==> src/rtl/tff_mod_counter_pkg.sv <==
// -----------------------------------------------------------------------------
// tff_mod_counter_pkg
// Constants shared by the lab counter family.
//   DIR_UP / DIR_DOWN : encodings of the Up direction input.
//   MIN_MODULUS       : smallest count range a modulo counter may be built with.
// -----------------------------------------------------------------------------
package tff_mod_counter_pkg;

   // Direction encodings for the Up input.
   localparam logic DIR_UP   = 1'b1;
   localparam logic DIR_DOWN = 1'b0;

   // A modulo counter needs at least two states to count at all.
   localparam int unsigned MIN_MODULUS = 2;

endpackage : tff_mod_counter_pkg

==> src/rtl/tff_cell.sv <==
// -----------------------------------------------------------------------------
// tff_cell
// Single-bit T flip-flop with asynchronous active-low clear.
// Ports:
//   T      in  : toggle request, the stored bit inverts on the rising edge.
//   Clock  in  : rising-edge clock.
//   Resetn in  : asynchronous active-low clear.
//   Q      out : stored bit.
// -----------------------------------------------------------------------------
module tff_cell (
   input  logic T,
   input  logic Clock,
   input  logic Resetn,
   output logic Q
);

   logic q_q;

   // NOTE: sequential state uses non-blocking assignment so every flop in the
   // design samples its inputs from the same pre-edge values.
   always_ff @(posedge Clock or negedge Resetn) begin
      if (!Resetn) begin
         q_q <= 1'b0;
      end else if (T) begin
         q_q <= ~q_q;
      end
   end

   assign Q = q_q;

endmodule : tff_cell

==> src/rtl/tff_mod_counter.sv <==
// -----------------------------------------------------------------------------
// tff_mod_counter
// Modulo-MODULUS up/down counter built from WIDTH T flip-flop cells.
// The next count N is computed combinationally and each cell is handed
// T = Q ^ N, so only bits that differ toggle; loads also go through toggles.
// Parameters:
//   WIDTH   : counter width in bits.
//   MODULUS : count range 0..MODULUS-1, 2 <= MODULUS <= 2**WIDTH.
// Ports:
//   Clock  in  : rising-edge clock.
//   Resetn in  : asynchronous active-low reset (Q=0, Err=0).
//   En     in  : count enable.
//   Up     in  : 1 = increment, 0 = decrement.
//   Load   in  : synchronous parallel load request, has priority over En.
//   D      in  : load value, rejected when D >= MODULUS.
//   Q      out : current count, registered.
//   TC     out : terminal count (combinational), high in the cycle before a
//                wrap; intended to drive En of the next cascaded stage.
//   Err    out : registered one-cycle pulse flagging a rejected load.
// -----------------------------------------------------------------------------
module tff_mod_counter
   import tff_mod_counter_pkg::*;
#(
   parameter int unsigned WIDTH   = 4,
   parameter int unsigned MODULUS = 10
) (
   input  logic             Clock,
   input  logic             Resetn,
   input  logic             En,
   input  logic             Up,
   input  logic             Load,
   input  logic [WIDTH-1:0] D,
   output logic [WIDTH-1:0] Q,
   output logic             TC,
   output logic             Err
);

   // ---------------------------------------------------------------------------
   // Elaboration-time parameter checks
   // ---------------------------------------------------------------------------
   localparam longint unsigned MOD_LIMIT = 64'(1) << WIDTH;

   generate
      if (WIDTH < 1 || WIDTH > 31) begin : g_bad_width
         $error("tff_mod_counter: WIDTH must be in 1..31");
      end
      if (longint'(MODULUS) < longint'(MIN_MODULUS) ||
          longint'(MODULUS) > MOD_LIMIT) begin : g_bad_modulus
         $error("tff_mod_counter: MODULUS must be in MIN_MODULUS..2**WIDTH");
      end
   endgenerate

   // Largest legal count, and MODULUS widened by one bit so that a
   // power-of-two modulus (which does not fit in WIDTH bits) still compares.
   localparam logic [WIDTH-1:0] MAX_CNT = WIDTH'(MODULUS - 1);
   localparam logic [WIDTH:0]   MOD_EXT = (WIDTH + 1)'(MODULUS);

   // ---------------------------------------------------------------------------
   // State
   // ---------------------------------------------------------------------------
   logic [WIDTH-1:0] count_q;   // assembled from the cell outputs
   logic [WIDTH-1:0] count_d;   // next-state value N
   logic [WIDTH-1:0] toggle;    // per-cell T inputs
   logic             err_q;
   logic             err_d;

   logic at_max;
   logic at_zero;
   logic load_ok;

   assign at_max  = (count_q == MAX_CNT);
   assign at_zero = (count_q == '0);
   assign load_ok = ({1'b0, D} < MOD_EXT);

   // ---------------------------------------------------------------------------
   // Next-state logic: Load > En > hold. Wrap uses the compare path for every
   // modulus, which for MODULUS = 2**WIDTH coincides with binary overflow.
   // ---------------------------------------------------------------------------
   // NOTE: every signal written here gets a default first, so no path can
   // leave it unassigned and infer a latch.
   always_comb begin
      count_d = count_q;
      err_d   = 1'b0;
      if (Load) begin
         if (load_ok) begin
            count_d = D;
         end else begin
            err_d = 1'b1;
         end
      end else if (En) begin
         if (Up == DIR_UP) begin
            count_d = at_max ? '0 : count_q + WIDTH'(1);
         end else begin
            count_d = at_zero ? MAX_CNT : count_q - WIDTH'(1);
         end
      end
   end

   // Only bits whose value changes are toggled.
   assign toggle = count_q ^ count_d;

   // ---------------------------------------------------------------------------
   // Bit cells
   // ---------------------------------------------------------------------------
   generate
      for (genvar i = 0; i < WIDTH; i++) begin : g_cell
         tff_cell u_cell (
            .T      (toggle[i]),
            .Clock  (Clock),
            .Resetn (Resetn),
            .Q      (count_q[i])
         );
      end
   endgenerate

   // ---------------------------------------------------------------------------
   // Rejected-load flag: high for exactly the cycle after a rejected load.
   // ---------------------------------------------------------------------------
   // NOTE: the asynchronous clear is needed so Err drops as soon as Resetn
   // falls, without waiting for a clock.
   always_ff @(posedge Clock or negedge Resetn) begin
      if (!Resetn) begin
         err_q <= 1'b0;
      end else begin
         err_q <= err_d;
      end
   end

   // ---------------------------------------------------------------------------
   // Outputs
   // ---------------------------------------------------------------------------
   assign Q   = count_q;
   assign Err = err_q;
   assign TC  = En & ~Load &
                (((Up == DIR_UP)   & at_max) |
                 ((Up == DIR_DOWN) & at_zero));

endmodule : tff_mod_counter

==> config.mk <==
export PLATFORM = sky130hd
export DESIGN_NAME = tff_mod_counter
export DESIGN_NICKNAME = d
export VERILOG_FILES = /design/src/rtl/tff_mod_counter_pkg.sv /design/src/rtl/tff_cell.sv /design/src/rtl/tff_mod_counter.sv
export SDC_FILE = /design/constraint.sdc
export NUM_CORES = 1
export LEC_CHECK = 0
export ABC_AREA = 1
export BUFFER_PORTS_ARGS = -buffer_cell sky130_fd_sc_hd__buf_4
export CAP_MARGIN = 20
export CORE_UTILIZATION = 40
export CTS_CLUSTER_SIZE = 40
export DETAILED_ROUTE_END_ITERATION = 12
export PLACE_DENSITY_LB_ADDON = 0.08
export SLEW_MARGIN = 20
export SYNTH_ARGS = -nofsm -noshare
export SYNTH_HDL_FRONTEND = slang
export SYNTH_SLANG_ARGS = --single-unit
==> constraint.sdc <==
create_clock -name Clock -period 1.6 [get_ports Clock]
set_input_delay 0.08 -clock Clock [delete_from_list [all_inputs] [get_ports Clock]]
set_output_delay 0.08 -clock Clock [all_outputs]
set_load 0.01 [all_outputs]
==> reports/qor.csv, run 1 <==
stage,metric,value,unit
critical_path,rrSetupSlack,0.22,ns
timing,clock.fmax,0.6567,GHz
final_layout,flow.area_growth_from_synthesis,33.41,%
critical_path,cp_max_fo,9,
final_layout,layout.nets,106,
timing,finClkSkew,0.002056,ns
power,vdd.ir_drop.worst,284.4,uV
logic_synthesis,avg_inst_size_synth,6.849,sq um
final_layout,postLayoutCellArea,694.4,sq um
clock_network,clkLatencyLatePin,0.24,ns
grt,overflow,0,
timing,final.setup.tns,0,ns
critical_path,critical-path-max-stage-delay,0.51,ns
routing,ant_nets,0,
flow_run,max_cap_violations,0,
critical_path,setup.worst_path.end_class,primary output,
clock_network,cts_tree,built,
logic_synthesis,synth_largest_type_area_fraction,24.04,%
clock_network,htree_num_levels,1,
logic_synthesis,netlist-cell-type-count,20,
critical_path,cp_slowest_cell,sky130_fd_sc_hd__dfrtp_1,
die,total_die_area,1449,sq um
logic_synthesis,synth.cell_area,520.5,sq um
logic_synthesis,ys_seq_area_share,24.04,%
power,areal_power_density_over_the_cells,831.5,nW/um^2
final_layout,fraction_of_final_layout_cells_sized_beyond_drive_strength_1,40.86,%
placement,placement.setup.worst_slack,0.1513,ns
clock_network,cts_made_buffers,3,
timing,timing.final.crit_period,1.523,ns
critical_path,worstPathRequired,1.52,ns
critical_path,timing.critical_path.buf_inv,2,
worst_hold_path,worst_hold_path_type,in -> reg,
timing,hold_viol_final,0,
logic_synthesis,synth.area.top_cells,"sky130_fd_sc_hd__dfrtp_1 (24%), sky130_fd_sc_hd__nand3_1 (9.6%), sky130_fd_sc_hd__nand2_1 (7.9%)",
die,fp.coreArea,1156,sq um
timing,grt_setup_unrepaired,no,
die,top_level_ports,15,
placement,dp_hpwl,1003,um
clock_network,clk_path_buf_depth,2,
critical_path,critPathTopFamily,flip-flops,
die,initial_core_util,45.02,%
placement,port_buffers,14,
grt,via_count_of_the_first_global_routing_pass,506,
grt,grt_pass1_wl,2145,um
timing,worst_slack,0.07713,ns
logic_synthesis,yosysWarningCount,0,
final_layout,finish.cell_count_without_fillers,107,
routing,drt_first_iter_violations,10,
power,p_leak,0.3325,nW
routing,detail_route.vias_per_cell,5.308,
final_layout,layout.cells.most_common,sky130_fd_sc_hd__buf_4,
clock_network,path_clk_slew,0.04,ns
critical_path,path_class,reg -> out,
logic_synthesis,synth_largest_area_cell,sky130_fd_sc_hd__dfrtp_1,
placement,dpl_cell_area,598.1,sq um
final_layout,mostFrequentLayoutCells,"sky130_fd_sc_hd__buf_4 (18), sky130_fd_sc_hd__nand3_1 (10), sky130_fd_sc_hd__nand2_1 (10), sky130_fd_sc_hd__a21oi_1 (7)",
timing,finalSetupViolations,0,
logic_synthesis,synth-seq-cells,5,
timing,max_slew.worst_pin.slew,0.3920,ns
grt,number_of_antenna_violations_at_the_first_check_in_global_routing,0,
critical_path,cp-start-kind,flip-flop,
routing,detail_route.wl_per_cell,12.06,um
outcome,outcome,completed,
routing,detailroute.via_count,568,
die,die_w,38.07,um
power,report.power.total,0.5774,mW
die,die_height,38.07,um
timing,finalCritPeriodShare,95.18,%
timing,slew_violations,0,
routing,drt_pre_antenna_iters,4,
grt,globalRouteTotalUtil,21.84,%
critical_path,crit_path_cell_trace,nor2_2 -> nand3_1 -> o21ai_2 -> inv_1 -> nor3_2 -> buf_4,
routing,route.final.wire_length,1290,um
clock_network,clockRootBuffer,sky130_fd_sc_hd__clkbuf_4,
logic_synthesis,syn_nets,88,
logic_synthesis,synth_cells,76,
final_layout,num_antenna_cells,0,
die,row_count,12,
timing,max-slew-margin-rel,73.87,%
placement,post-place-cells,99,
placement,finalWeightedCongestion,0.8112,
routing,route.detailed.drc,0,
clock_network,cts_num_sinks,5,
grt,grt_start_max_net_pins,10,
critical_path,critPathArrivalTime,1.44,ns
final timing paths:
| check | start | endpoint | cells after the start |
|---|---|---|---|
| hold reg to reg | g_cell[0].u_cell.Q | g_cell[0].u_cell.Q | 4 |
| setup / recovery | g_cell[2].u_cell.Q | TC | 6 |
| min in group asynchronous | Resetn | g_cell[1].u_cell.Q | 2 |
| max in group asynchronous | Resetn | g_cell[0].u_cell.Q | 2 |
| setup reg to reg | g_cell[0].u_cell.Q | g_cell[2].u_cell.Q | 6 |
| hold / removal | D[0] | g_cell[0].u_cell.Q | 3 |
cell families after synthesis:
| group | Yosys count | share of synthesized area, % |
|---|---|---|
| AO/OA/AOI/OAI | 17 | 18.03 |
| adder cells (fa/ha/maj) | 3 | 7.212 |
| flip-flops | 5 | 24.04 |
| XOR/XNOR | 1 | 1.683 |
| buffers and inverters | 16 | 17.31 |
| AND/OR/NAND/NOR | 34 | 31.73 |
cell usage after synthesis:
cell type,n
sky130_fd_sc_hd__a21oi_1,7
sky130_fd_sc_hd__nand2_4,1
sky130_fd_sc_hd__nor3_1,2
sky130_fd_sc_hd__nor2_2,4
sky130_fd_sc_hd__buf_4,4
sky130_fd_sc_hd__nand3_1,10
sky130_fd_sc_hd__a21oi_2,1
sky130_fd_sc_hd__ha_1,3
sky130_fd_sc_hd__a21boi_1,1
sky130_fd_sc_hd__nor2_1,4
sky130_fd_sc_hd__inv_2,3
sky130_fd_sc_hd__inv_1,7
sky130_fd_sc_hd__o21ai_0,4
sky130_fd_sc_hd__buf_6,2
sky130_fd_sc_hd__dfrtp_1,5
sky130_fd_sc_hd__xnor2_1,1
sky130_fd_sc_hd__nand4_1,2
sky130_fd_sc_hd__nand2_1,11
sky130_fd_sc_hd__o21ai_1,3
sky130_fd_sc_hd__o21bai_1,1
repair_timing:
action                                 CTS  global route
setup endpoints to repair                1             1
endpoints found under the hold margin    5             0
cloned                                   0             0
setup buffers                            1             2
pin swaps                                0             1
hold buffers                             1             0
gates resized for setup                  4             6
worst register-to-register path, cell delays in order, from the launching register on:
cell and delay [ns]:
sky130_fd_sc_hd__dfrtp_2 0.45, sky130_fd_sc_hd__buf_4 0.17, sky130_fd_sc_hd__ha_1 0.23, sky130_fd_sc_hd__xnor2_1 0.13, sky130_fd_sc_hd__nand2_1 0.08, sky130_fd_sc_hd__nand3_1 0.08, sky130_fd_sc_hd__a21boi_1 0.16
stage by stage:
stage          util [%]  hold slack, ns
2_1_floorplan         -         -0.2156
3_3_place_gp      51.73         -0.1183
3_5_place_dp      51.73         -0.1172
4_1_cts           56.17          0.1166
5_1_grt           60.06          0.1469
6_report          60.06          0.1206
state kept, by name, summed over array words and instances (netlist names):
name,flops
Err,1
g_cell.u_cell.Q,4
where the power goes:
group          total, mW  switching (mW)  internal, mW  leakage [nW]
clock              0.145          0.0504        0.0942        0.0150
combinational      0.253           0.134         0.120         0.258
sequential         0.179          0.0357         0.144        0.0596
layer usage:
layer | part of all wire, % | GRT usage (%) | vias to the layer above
li1 | - | - | 284
met1 | 46 | 25.35 | 266
met2 | 50 | 38.14 | 18
met3 | 3.5 | 1.744 | 0
met4 | 0 | 13.39 | 0
met5 | 0 | 0 | -
area by class of cell:
type                    instances  area [sq um]
multi-input cells              55         341.6
clock buffers                   4         26.28
repair buffers                 19         145.1
fillers                       110         461.7
well taps                      14         17.52
flip-flops and latches          5         126.4
inverters                      10         37.54
Note: power is estimated with default switching activity, not from simulation.
==> run 2, diff against run 1 <==
--- a/config.mk
+++ b/config.mk
@@ -8,11 +8,12 @@
 export ABC_AREA = 1
 export BUFFER_PORTS_ARGS = -buffer_cell sky130_fd_sc_hd__buf_4
 export CAP_MARGIN = 20
-export CORE_UTILIZATION = 40
+export CORE_AREA = 2 2 39 41
 export CTS_CLUSTER_SIZE = 40
 export DETAILED_ROUTE_END_ITERATION = 12
+export DIE_AREA = 0 0 41 43
 export PLACE_DENSITY_LB_ADDON = 0.08
-export SLEW_MARGIN = 20
+export SLEW_MARGIN = 40
 export SYNTH_ARGS = -nofsm -noshare
 export SYNTH_HDL_FRONTEND = slang
 export SYNTH_SLANG_ARGS = --single-unit
==> constraint.sdc (replaced) <==
create_clock -name Clock -period 1.2 [get_ports Clock]
set_input_delay 0.06 -clock Clock [delete_from_list [all_inputs] [get_ports Clock]]
set_output_delay 0.06 -clock Clock [all_outputs]
set_load 0.01 [all_outputs]
==> reports/qor.csv, run 2 (same netlist as run 1, synthesis figures left out) <==
stage,metric,value,unit,change
grt,globalRouteTotalUtil,18.86,%,was 21.84%
flow_run,max_cap_violations,0,,unchanged
critical_path,setup.worst_path.end_class,primary output,,unchanged
routing,route.final.wire_length,1455,um,was 1290 um
critical_path,path_class,reg -> out,,unchanged
die,initial_core_util,37.61,%,was 45.02%
clock_network,clockRootBuffer,sky130_fd_sc_hd__clkbuf_4,,unchanged
placement,post-place-cells,106,,was 99
grt,via_count_of_the_first_global_routing_pass,532,,was 506
placement,port_buffers,14,,unchanged
power,vdd.ir_drop.worst,707.9,uV,was 284.4 uV
final_layout,finish.cell_count_without_fillers,115,,was 107
routing,detailroute.via_count,574,,was 568
routing,drt_first_iter_violations,4,,was 10
placement,finalWeightedCongestion,0.8828,,was 0.8112
clock_network,clkLatencyLatePin,0.24,ns,about the same
final_layout,largest_register_ffs,4,,unchanged
clock_network,cts_tree,built,,unchanged
final_layout,layout.cells.most_common,sky130_fd_sc_hd__buf_4,,unchanged
routing,detail_route.wl_per_cell,12.65,um,was 12.06 um
grt,grt_pass1_wl,2249,um,was 2145 um
final_layout,postLayoutCellArea,804.5,sq um,was 694.4 sq um
timing,finClkSkew,0.001789,ns,was 0.002056 ns
final_layout,num_antenna_cells,0,,unchanged
final_layout,multiInputGateArea,389.1,sq um,was 341.6 sq um
die,row_count,14,,was 12
final_layout,mostFrequentLayoutCells,"sky130_fd_sc_hd__buf_4 (22), sky130_fd_sc_hd__nand2_1 (10), sky130_fd_sc_hd__a21oi_1 (6), sky130_fd_sc_hd__nand3_1 (6), sky130_fd_sc_hd__nor2_2 (5)",,"was sky130_fd_sc_hd__buf_4 (18), sky130_fd_sc_hd__nand3_1 (10), sky130_fd_sc_hd__nand2_1 (10), sky130_fd_sc_hd__a21oi_1 (7)"
routing,ant_nets,0,,unchanged
power,p_leak,0.3755,nW,was 0.3325 nW
power,areal_power_density_over_the_cells,1097,nW/um^2,was 831.5 nW/um^2
timing,max_slew.worst_pin.slew,0.2533,ns,was 0.3920 ns
timing,max-slew-margin-rel,83.10,%,was 73.87%
clock_network,path_clk_slew,0.04,ns,about the same
final_layout,fraction_of_final_layout_cells_sized_beyond_drive_strength_1,55.56,%,was 40.86%
timing,clock.fmax,0.6889,GHz,
placement,dp_hpwl,1097,um,was 1003 um
clock_network,cts_num_sinks,5,,unchanged
die,fp.coreArea,1384,sq um,was 1156 sq um
die,top_level_ports,15,,unchanged
timing,worst_slack,-0.2516,ns,was 0.07713 ns
timing,hold_viol_final,0,,unchanged
routing,route.detailed.drc,0,,unchanged
clock_network,cts_made_buffers,3,,unchanged
timing,grt_setup_unrepaired,yes,,was no
grt,overflow,0,,unchanged
timing,finalSetupViolations,6,,was 0
routing,detail_route.vias_per_cell,4.991,,was 5.308
outcome,outcome,"complete, but fails checks",,was completed
placement,dpl_cell_area,644.4,sq um,was 598.1 sq um
timing,final.setup.tns,-0.6956,ns,was 0 ns
final_layout,nFillCells,129,,was 110
routing,drt_pre_antenna_iters,4,,unchanged
timing,slew_violations,0,,unchanged
power,report.power.total,0.8822,mW,was 0.5774 mW
outcome,failing_checks,negative setup slack,,
die,die_height,43,um,was 38.07 um
final_layout,register_area,128.9,sq um,was 126.4 sq um
die,die_w,41,um,was 38.07 um
critical_path,critPathArrivalTime,1.39,ns,was 1.44 ns
final_layout,layout.nets,112,,was 106
clock_network,htree_num_levels,1,,unchanged
grt,grt_start_max_net_pins,9,,was 10
die,total_die_area,1763,sq um,was 1449 sq um
critical_path,worstPathRequired,1.14,ns,was 1.52 ns
final_layout,flow.area_growth_from_synthesis,54.57,%,was 33.41%
grt,number_of_antenna_violations_at_the_first_check_in_global_routing,0,,unchanged
worst_hold_path,worst_hold_path_type,in -> reg,,unchanged
clock_network,clk_path_buf_depth,2,,unchanged
timing,finalCritPeriodShare,121.0,%,
timing,timing.final.crit_period,1.452,ns,
critical_path,cp_max_fo,6,,was 9
critical_path,cp-start-kind,flip-flop,,unchanged
## run 2: changes by cell type in the layout (fill, tap and decap cells not counted), sizes merged
cell	previous run	this run
buf	18	24
## run 2: layer usage
layer	vias to the layer above	track usage (%)	wire, um
met1	262	24.68	631
met4	0	6.000	14
li1	296	-	-
met3	2	4.712	63
met5	-	0	0
met2	14	29.06	745
## run 2: where the power goes
part           internal (mW)  switching [mW]
combinational          0.222           0.228
sequential             0.194          0.0395
clock                  0.126          0.0727
## run 2: path summary, 6_finish.rpt
path | slack [ns] | to | depth (start not counted) | start
max in group asynchronous | 0.92 | g_cell[1].u_cell.Q | 2 | Resetn
worst min register to register | 0.72 | g_cell[3].u_cell.Q | 2 | g_cell[3].u_cell.Q
min in group asynchronous | 0.16 | g_cell[2].u_cell.Q | 2 | Resetn
worst min-delay path | 0.07 | g_cell[0].u_cell.Q | 3 | D[0]
worst max-delay path | -0.25 | TC | 6 | g_cell[2].u_cell.Q
worst max register to register | -0.15 | g_cell[3].u_cell.Q | 8 | g_cell[0].u_cell.Q
## run 2: repair_timing
item | in CTS | in global routing
setup buffers | 3 | 1
hold buffers | 1 | 0
pin swaps | 4 | 8
hold endpoints to repair | 5 | 0
endpoints found under the setup margin | 5 | 5
resized for setup | 17 | 8
## run 2: final cells by class
cell class | count | share of cell area [%]
Tap cell | 16 | 2.488
Multi-Input combinational cell | 55 | 48.37
Timing Repair Buffer | 25 | 24.57
Inverter | 10 | 5.288
Clock buffer | 4 | 3.266
Sequential cell | 5 | 16.02
## run 2: critical path, cell delays in order (launching register included)
cell and delay [ns]:
sky130_fd_sc_hd__dfrtp_1 0.45, sky130_fd_sc_hd__nor2_2 0.22, sky130_fd_sc_hd__nand3_2 0.10, sky130_fd_sc_hd__o21ai_2 0.08, sky130_fd_sc_hd__inv_1 0.06, sky130_fd_sc_hd__nor3_2 0.10, sky130_fd_sc_hd__buf_4 0.14
## run 2: stage by stage
| stage | setup WS, ns | utilization, % | hold WS [ns] |
|---|---|---|---|
| detailed placement | -0.1401 | 46.56 | -0.1334 |
| global placement | -0.1124 | 46.56 | -0.1343 |
| global route | -0.3265 | 58.14 | 0.1141 |
| floorplan | 0.003319 | - | -0.2356 |
| finish | -0.2516 | 58.14 | 0.06669 |
| CTS | -0.2431 | 54.61 | 0.08439 |
==> run 3, diff against run 2 <==
--- a/config.mk
+++ b/config.mk
@@ -8,11 +8,11 @@
 export ABC_AREA = 1
 export BUFFER_PORTS_ARGS = -buffer_cell sky130_fd_sc_hd__buf_4
 export CAP_MARGIN = 20
-export CORE_AREA = 2 2 39 41
+export CORE_UTILIZATION = 39
 export CTS_CLUSTER_SIZE = 40
 export DETAILED_ROUTE_END_ITERATION = 12
-export DIE_AREA = 0 0 41 43
-export PLACE_DENSITY_LB_ADDON = 0.08
+export PLACE_DENSITY = 0.66
+export SETUP_SLACK_MARGIN = 0.02
 export SLEW_MARGIN = 40
 export SYNTH_ARGS = -nofsm -noshare
 export SYNTH_HDL_FRONTEND = slang
==> reports/qor.csv, run 3 (same netlist as run 1, synthesis figures left out) <==
stage,metric,value,unit,change
outcome,outcome,"complete, but fails checks",,unchanged
outcome,failing_checks,negative setup slack,,unchanged
critical_path,crit_path_cell_trace,inv_2 -> ha_1 -> nand2_2 -> o21ai_2 -> inv_1 -> nor3_2 -> buf_4,,was nor2_2 -> nand3_2 -> o21ai_2 -> inv_1 -> nor3_2 -> buf_4
die,row_count,12,,was 14
routing,drt_pre_antenna_iters,4,,unchanged
placement,dp_hpwl,1039,um,was 1097 um
final_layout,layout.nets,116,,was 112
power,areal_power_density_over_the_cells,1086,nW/um^2,was 1097 nW/um^2
clock_network,clkLatencyLatePin,0.24,ns,about the same
grt,grt_start_max_net_pins,9,,unchanged
routing,detailroute.via_count,572,,was 574
timing,final.setup.tns,-0.5238,ns,was -0.6956 ns
die,total_die_area,1485,sq um,was 1763 sq um
critical_path,critPathTopFamily,flip-flops,,unchanged
timing,worst_slack,-0.2566,ns,was -0.2516 ns
timing,clock.fmax,0.6865,GHz,was 0.6889 GHz
routing,ant_nets,0,,unchanged
worst_hold_path,min_delay_worst_endpoint,g_cell[0].u_cell.Q,,unchanged
final_layout,mostFrequentLayoutCells,"sky130_fd_sc_hd__buf_4 (27), sky130_fd_sc_hd__nand2_1 (10), sky130_fd_sc_hd__nand3_1 (8), sky130_fd_sc_hd__a21oi_1 (7)",,"was sky130_fd_sc_hd__buf_4 (22), sky130_fd_sc_hd__nand2_1 (10), sky130_fd_sc_hd__a21oi_1 (6), sky130_fd_sc_hd__nand3_1 (6), sky130_fd_sc_hd__nor2_2 (5)"
routing,drt_first_iter_violations,9,,was 4
grt,via_count_of_the_first_global_routing_pass,526,,was 532
die,die_height,38.53,um,was 43 um
timing,slew_violations,0,,unchanged
timing,max_slew.worst_pin.slew,0.3005,ns,was 0.2533 ns
clock_network,cts_made_buffers,3,,unchanged
critical_path,path_class,reg -> out,,unchanged
critical_path,cp_slowest_cell,sky130_fd_sc_hd__dfrtp_2,,was sky130_fd_sc_hd__dfrtp_1
routing,route.final.wire_length,1382,um,was 1455 um
final_layout,layout.cells.most_common,sky130_fd_sc_hd__buf_4,,unchanged
final_layout,largest_register_ffs,4,,unchanged
timing,finalSetupViolations,5,,was 6
clock_network,cts_tree,built,,unchanged
grt,overflow,0,,unchanged
worst_hold_path,worst_hold_path_type,in -> reg,,unchanged
worst_hold_path,worstHoldStart,D[0],,unchanged
critical_path,setup.worst_path.end_class,primary output,,unchanged
critical_path,rrSetupSlack,-0.15,ns,about the same
routing,route.detailed.drc,0,,unchanged
clock_network,clk_path_buf_depth,2,,unchanged
grt,number_of_antenna_violations_at_the_first_check_in_global_routing,0,,unchanged
timing,finClkSkew,0.002076,ns,was 0.001789 ns
clock_network,htree_num_levels,1,,unchanged
critical_path,worstReg2RegStart,g_cell[0].u_cell.Q,,unchanged
die,top_level_ports,15,,unchanged
final_layout,fraction_of_final_layout_cells_sized_beyond_drive_strength_1,49.51,%,was 55.56%
critical_path,cp-start-kind,flip-flop,,unchanged
final_layout,num_antenna_cells,0,,unchanged
critical_path,timing.critical_path.buf_inv,3,,was 2
flow_run,max_cap_violations,0,,unchanged
die,initial_core_util,44.44,%,was 37.61%
critical_path,critPathArrivalTime,1.40,ns,was 1.39 ns
critical_path,critical-path-max-stage-delay,0.40,ns,was 0.45 ns
critical_path,cp_max_fo,2,,was 6
clock_network,cts_num_sinks,5,,unchanged
grt,grt_pass1_wl,2180,um,was 2249 um
timing,grt_setup_unrepaired,yes,,unchanged
timing,timing.final.crit_period,1.457,ns,was 1.452 ns
routing,detail_route.wl_per_cell,11.81,um,was 12.65 um
clock_network,clockRootBuffer,sky130_fd_sc_hd__clkbuf_4,,unchanged
worst_hold_path,hold_path_depth,3,,unchanged
grt,globalRouteTotalUtil,21.79,%,was 18.86%
final_layout,flow.area_growth_from_synthesis,50.72,%,was 54.57%
placement,port_buffers,14,,unchanged
clock_network,path_clk_slew,0.04,ns,about the same
die,die_w,38.53,um,was 41 um
placement,finalWeightedCongestion,0.9074,,was 0.8828
timing,hold_viol_final,0,,unchanged
critical_path,worstPathRequired,1.14,ns,about the same
power,p_leak,0.3837,nW,was 0.3755 nW
critical_path,worst-r2r-cell-count,7,,was 8
routing,detail_route.vias_per_cell,4.889,,was 4.991
critical_path,crit-reg2reg-capture,g_cell[1].u_cell.Q,,was g_cell[3].u_cell.Q
final_layout,utilization,66.99,%,was 58.14%
timing,max-slew-margin-rel,79.97,%,was 83.10%
die,fp.coreArea,1171,sq um,was 1384 sq um
timing,finalCritPeriodShare,121.4,%,was 121.0%
power,vdd.ir_drop.worst,714.4,uV,was 707.9 uV
==> run 3: tightest hold or removal path, cell delays in order <==
cell	delay, ns
sky130_fd_sc_hd__buf_4	0.08
sky130_fd_sc_hd__a21oi_1	0.05
sky130_fd_sc_hd__nor2_1	0.09
==> run 3: report_power, final <==
group | total (mW) | switching (mW) | leakage, nW | internal [mW]
registers | 0.229 | 0.0365 | 0.0584 | 0.193
logic | 0.429 | 0.207 | 0.310 | 0.222
clock network | 0.194 | 0.0687 | 0.0150 | 0.126
total | 0.852 | 0.312 | 0.384 | 0.540
==> run 3: area by class of cell <==
| class | instances | area, sq um |
|---|---|---|
| inverter | 10 | 37.54 |
| tap | 14 | 17.52 |
| fill | 105 | 386.6 |
| sequential | 5 | 127.6 |
| clock buffer | 4 | 26.28 |
| timing repair buffer | 29 | 224.0 |
| multi-input combinational | 55 | 351.6 |
==> run 3: through the flow <==
stage          cell area, sq um  setup slack (ns)  instances  power, mW  hold WS [ns]
6_report                  784.5           -0.2566        117     0.8523       0.06969
5_1_grt                   784.5           -0.3697        117     0.9180       0.09490
4_1_cts                   755.7           -0.2815        115     0.8304       0.05635
3_5_place_dp              664.4           -0.1308        107     0.5736       -0.1361
3_3_place_gp              664.4           -0.1393        107     0.5719       -0.1370
2_1_floorplan             526.8           0.01009         76     0.4496       -0.2356
==> run 3: layer usage <==
layer	up-vias	wire length (um)	GRT usage, %
met3	0	76	6.977
met5	-	0	0
met1	249	643	26.98
li1	304	-	-
met2	19	662	37.50
met4	0	0	2.586
==> run 3: worst max path at each step <==
stage | startpoint | to | depth (start not counted)
2_1_floorplan | g_cell[0].u_cell.Q | g_cell[2].u_cell.Q | 7
3_3_place_gp | g_cell[0].u_cell.Q | g_cell[2].u_cell.Q | 6
3_5_place_dp | g_cell[0].u_cell.Q | TC | 7
4_1_cts | g_cell[1].u_cell.Q | TC | 7
5_1_grt | g_cell[1].u_cell.Q | TC | 7
6_report | g_cell[1].u_cell.Q | TC | 7
==> run 3: repair_timing <==
| item | in CTS | in global routing |
|---|---|---|
| resized for setup | 8 | 4 |
| hold endpoints to repair | 5 | 0 |
| buffers inserted | 3 | 3 |
| pin swaps | 1 | 3 |
| endpoints found under the setup margin | 5 | 5 |
| hold buffers | 1 | 0 |
